===== config.mk =====
export PLATFORM = sky130hd
export DESIGN_NAME = mem_dual_arbiter
export DESIGN_NICKNAME = d
export VERILOG_FILES = /design/src/rtl/mem_dual_arbiter.sv
export SDC_FILE = /design/constraint.sdc
export NUM_CORES = 1
export LEC_CHECK = 0
export BUFFER_PORTS_ARGS = -buffer_cell sky130_fd_sc_hd__buf_2
export CAP_MARGIN = 20
export CORE_AREA = 4 4 123 125
export DETAILED_ROUTE_END_ITERATION = 12
export DIE_AREA = 0 0 127 129
export GPL_ROUTABILITY_DRIVEN = 0
export PLACE_DENSITY = 0.64
export SLEW_MARGIN = 20
export SYNTH_ARGS = -nofsm -noshare
export SYNTH_HDL_FRONTEND = slang
export SYNTH_SLANG_ARGS = --single-unit

===== constraint.sdc =====
create_clock -name clk -period 5.02 [get_ports clk]
set_input_delay 0.753 -clock clk [delete_from_list [all_inputs] [get_ports clk]]
set_output_delay 0.753 -clock clk [all_outputs]
set_load 0.05 [all_outputs]

===== src/rtl/mem_dual_arbiter.sv =====
// Serialises the master/slave accesses of one dual-issue pair onto a single SRAM-like bus.
// Define MEM_LLBIT_EN to enable the LL/SC link bit; otherwise every SC succeeds.
`timescale 1ns/1ps
module mem_dual_arbiter #(
  parameter int AW = 32,
  parameter int DW = 32
) (
  input  logic          clk,
  input  logic          resetn,
  input  logic          m_req,
  input  logic          s_req,
  input  logic [3:0]    m_wen,
  input  logic [3:0]    s_wen,
  input  logic [1:0]    m_size,
  input  logic [1:0]    s_size,
  input  logic [AW-1:0] m_addr,
  input  logic [AW-1:0] s_addr,
  input  logic [DW-1:0] m_wdata,
  input  logic [DW-1:0] s_wdata,
  input  logic          m_ll,
  input  logic          s_ll,
  input  logic          m_sc,
  input  logic          s_sc,
  input  logic          flush,
  input  logic          llbit_clr,
  output logic          data_req,
  output logic          data_wr,
  output logic [1:0]    data_size,
  output logic [3:0]    data_wstrb,
  output logic [AW-1:0] data_addr,
  output logic [DW-1:0] data_wdata,
  input  logic          data_addr_ok,
  input  logic          data_data_ok,
  input  logic [DW-1:0] data_rdata,
  output logic [DW-1:0] m_rdata,
  output logic [DW-1:0] s_rdata,
  output logic          m_sc_ok,
  output logic          s_sc_ok,
  output logic          mem_stall
);

  typedef enum logic [1:0] {IDLE, ADDR, DATA, DONE} state_e;

  state_e        state_q;
  logic          cur_q;
  logic          drop_q;
  logic [DW-1:0] m_rdata_q;
  logic [DW-1:0] s_rdata_q;
  logic          m_sc_ok_q;
  logic          s_sc_ok_q;

  logic cur_sc;
  logic llbit;
  logic sc_fail;
  logic capture;
  logic to_slave;

  // Bus fields always follow the selected slot; only data_req qualifies them.
  assign data_wstrb = cur_q ? s_wen   : m_wen;
  assign data_size  = cur_q ? s_size  : m_size;
  assign data_addr  = cur_q ? s_addr  : m_addr;
  assign data_wdata = cur_q ? s_wdata : m_wdata;
  assign data_wr    = |data_wstrb;

  assign cur_sc    = cur_q ? s_sc : m_sc;
  assign sc_fail   = cur_sc & ~llbit;
  assign data_req  = (state_q == ADDR) & ~sc_fail;
  assign capture   = (state_q == DATA) & data_data_ok & ~drop_q & ~flush;
  assign to_slave  = ~cur_q & s_req;
  assign mem_stall = (m_req | s_req) & (state_q != DONE);

  assign m_rdata = m_rdata_q;
  assign s_rdata = s_rdata_q;
  assign m_sc_ok = m_sc_ok_q;
  assign s_sc_ok = s_sc_ok_q;

`ifdef MEM_LLBIT_EN
  logic llbit_q;
  logic cur_ll;

  assign cur_ll = cur_q ? s_ll : m_ll;
  assign llbit  = llbit_q;

  always_ff @(posedge clk or negedge resetn) begin
    if (!resetn) begin
      llbit_q <= 1'b0;
    end else if (flush || llbit_clr) begin
      llbit_q <= 1'b0;
    end else if (capture) begin
      llbit_q <= cur_sc ? 1'b0 : (cur_ll | llbit_q);
    end
  end
`else
  logic [2:0] unused_ll;

  assign unused_ll = {m_ll, s_ll, llbit_clr};
  assign llbit     = 1'b1;
`endif

  // NOTE: state is updated with non-blocking assignments so every branch sees the pre-edge values.
  always_ff @(posedge clk or negedge resetn) begin
    if (!resetn) begin
      state_q   <= IDLE;
      cur_q     <= 1'b0;
      drop_q    <= 1'b0;
      m_rdata_q <= '0;
      s_rdata_q <= '0;
      m_sc_ok_q <= 1'b0;
      s_sc_ok_q <= 1'b0;
    end else begin
      unique case (state_q)
        IDLE: begin
          if (!flush && (m_req || s_req)) begin
            state_q <= ADDR;
            cur_q   <= ~m_req;
          end
        end
        ADDR: begin
          if (sc_fail) begin
            if (flush) begin
              state_q <= IDLE;
            end else begin
              if (cur_q) s_sc_ok_q <= 1'b0;
              else       m_sc_ok_q <= 1'b0;
              state_q <= to_slave ? ADDR : DONE;
              cur_q   <= cur_q | to_slave;
            end
          end else if (data_addr_ok) begin
            // An accepted request must still be drained; flush only marks it for discard.
            state_q <= DATA;
            drop_q  <= flush;
          end else if (flush) begin
            state_q <= IDLE;
          end
        end
        DATA: begin
          if (data_data_ok) begin
            drop_q <= 1'b0;
            if (capture) begin
              if (cur_q) begin
                if (!data_wr) s_rdata_q <= data_rdata;
                s_sc_ok_q <= cur_sc;
              end else begin
                if (!data_wr) m_rdata_q <= data_rdata;
                m_sc_ok_q <= cur_sc;
              end
              state_q <= to_slave ? ADDR : DONE;
              cur_q   <= cur_q | to_slave;
            end else begin
              state_q <= IDLE;
            end
          end else if (flush) begin
            drop_q <= 1'b1;
          end
        end
        DONE: begin
          state_q <= IDLE;
        end
      endcase
    end
  end

endmodule


==> impl_metrics.json <==
{
  "via_count": 3338,
  "slowest_stage": "dfrtp_2",
  "cts_sinks": 70,
  "syn_nets": 438,
  "track_usage_pct": 14.5,
  "clockBufferDepth": 2,
  "postCtsResizedCells": 0,
  "holdWs_ns": 0.497,
  "p_total_mw": 2.98,
  "dpl_worst_slack_ns": 1.81,
  "dp_hpwl_um": 10400,
  "num_rows": 43,
  "slowest_delay_ns": 0.81,
  "routedWlPerCell_um": 16.7,
  "port_buffers": 319,
  "finalHoldViolCount": 0,
  "ant_nets": 0,
  "hold_class": "in2async",
  "pin_count": 323,
  "syn-cell-area_um2": 3660,
  "synth_edf_count": 0,
  "dpl_cell_area_um2": 5380,
  "nNetsFinal": 754,
  "start_util_pct": 26.4,
  "postCtsSetupBuffers": 0,
  "critPathRequiredTime_ns": 4.27,
  "avgSynthCellArea_um2": 14.4,
  "ys_warn_count": 0,
  "p_leak_nw": 3.25,
  "tritoncts": "done",
  "worst_slew_pin_slew_ns": 0.935,
  "path_clk_slew_ns": 0.06,
  "die_h_um": 129,
  "fp.dieW_um": 127,
  "crit_fanout": 43,
  "numCtsBuffers": 9,
  "area_growth_pct": 55.3,
  "h-tree-depth": 3,
  "ff2ff_path_depth": 3,
  "fin_crit_ns": 3.13,
  "cp-start-kind": "register",
  "pwr_density_cell_nw_per_um2": 525,
  "final_common_cell": "buf_2",
  "mostFrequentLayoutCells": "buf_2 (319), mux2_2 (130), dfrtp_1 (69)",
  "outcome": "complete, no violations",
  "finalSetupViolCount": 0,
  "ir_drop_mv": 0.326,
  "ys_types": 26,
  "synth_top_flop_cell": "dfrtp_1",
  "seq_area_frac_synth_pct": 47.9,
  "max-cap-violations": 0,
  "die_area_um2": 16400,
  "grt_pass1_vias": 3596,
  "cts_hold_buf": 0,
  "fin_crit_sh_pct": 62.4,
  "grt_antenna_before_repair": 4,
  "grt_max_degree": 44,
  "endpoint_kind": "output pin",
  "clock.fmax_ghz": 0.319,
  "dr.pass1.iters": 4,
  "synth_seq_cells": 70,
  "slew_violations": 0,
  "drc": 0,
  "skew_ns": 0.00929,
  "clock_latency_ns": 0.33,
  "grt_pass1_wl_um": 18600,
  "setup_tns_ns": 0,
  "grt_overflow": 0,
  "design_area_um2": 5680,
  "core-area_um2": 13900,
  "vias_per_cell": 4.41,
  "synth_cells": 254,
  "critical_path.cell_chain": "buf_4 > mux2_2 > buf_2",
  "routed_wl_um": 12700,
  "arrival_ns": 2.38,
  "drive_gt1_share_pct": 82.8,
  "cts_root_buf": "clkbuf_16",
  "crit_type": "reg2out",
  "rsz0062_at_grt": "no",
  "drtIter0Drc": 67,
  "async_flop_share_pct": 100,
  "slew_headroom_pct": 37.1,
  "setup_ws_ns": 1.89
}
worst paths after layout:
path	endpoint	slack [ns]	start
max	data_addr[24]	1.89	cur_q$_DFFE_PN0P_
min	s_rdata[14]$_DFFE_PN0P_	0.50	resetn
max reg2reg	m_rdata[9]$_DFFE_PN0P_	2.51	state_q[0]$_DFFE_PN0P_
min reg2reg	s_rdata[17]$_DFFE_PN0P_	0.50	s_rdata[17]$_DFFE_PN0P_
max in group asynchronous	cur_q$_DFFE_PN0P_	3.52	resetn
min in group clk	s_rdata[17]$_DFFE_PN0P_	0.50	s_rdata[17]$_DFFE_PN0P_
cell usage after synthesis, types with 2 or more instances:
cell type    n  share of area (%)
mux2_2     130                 40
dfrtp_1     70                 48
buf_6        7                2.2
mux2_4       6                2.5
buf_1        5               0.51
a21oi_1      4               0.55
clkbuf_1     4               0.41
inv_1        3               0.31
nand3_1      3               0.41
nor2_1       3               0.31
a211oi_1     2               0.41
o21a_1       2               0.41
o21ai_0      2               0.27
layer usage:
metal  wire (um)  vias to the layer above  GRT usage, %
li1            -                     1565             -
met1        4960                     1598          17.6
met2        6560                      161          24.6
met3         960                       12          4.44
met4         164                        2          5.05
met5          20                        -             0
cell families (layout without fill, tap and decap cells):
group	after synthesis	count (layout)	synth area share, %
muxes	137	137	42.7
DFF	70	70	47.9
buffers and inverters	19	339	3.39
and+or+nand+nor	15	15	3.69
AOI/OAI and AO/OA	13	13	2.29
other	0	3	0
cell type report:
type | count | area [um2]
Sequential cell | 70 | 1750
Inverter | 3 | 11.3
Clock inverter | 4 | 47.5
Clock buffer | 11 | 243
Tap cell | 180 | 225
Timing Repair Buffer | 321 | 1610
Fill cell | 1371 | 8200
Multi-Input combinational cell | 165 | 1780
Antenna cell | 3 | 7.51
power breakdown:
part,internal [mW],switching (mW)
combinational,0.494,1.13
clock,0.393,0.224
sequential,0.633,0.109
total,1.52,1.46
sequential cells by signal (all words and copies together) (netlist names):
register  count
cur_q         1
drop_q        1
m_rdata      32
m_sc_ok       1
s_rdata      32
s_sc_ok       1
state_q       2
critical path: cells and delay by family (launching register included):
family	cells	cell delay (ns)
buffers and inverters	2	0.78
flip-flops	1	0.81
multiplexers	1	0.44
metrics by stage:
step	std cells	utilization [%]
2_1_floorplan	254	-
3_5_place_dp	739	38.8
5_1_grt	757	40.9
3_3_place_gp	739	38.8
4_1_cts	754	40.9
6_report	757	40.9
Note: power is estimated with default switching activity, not from simulation.
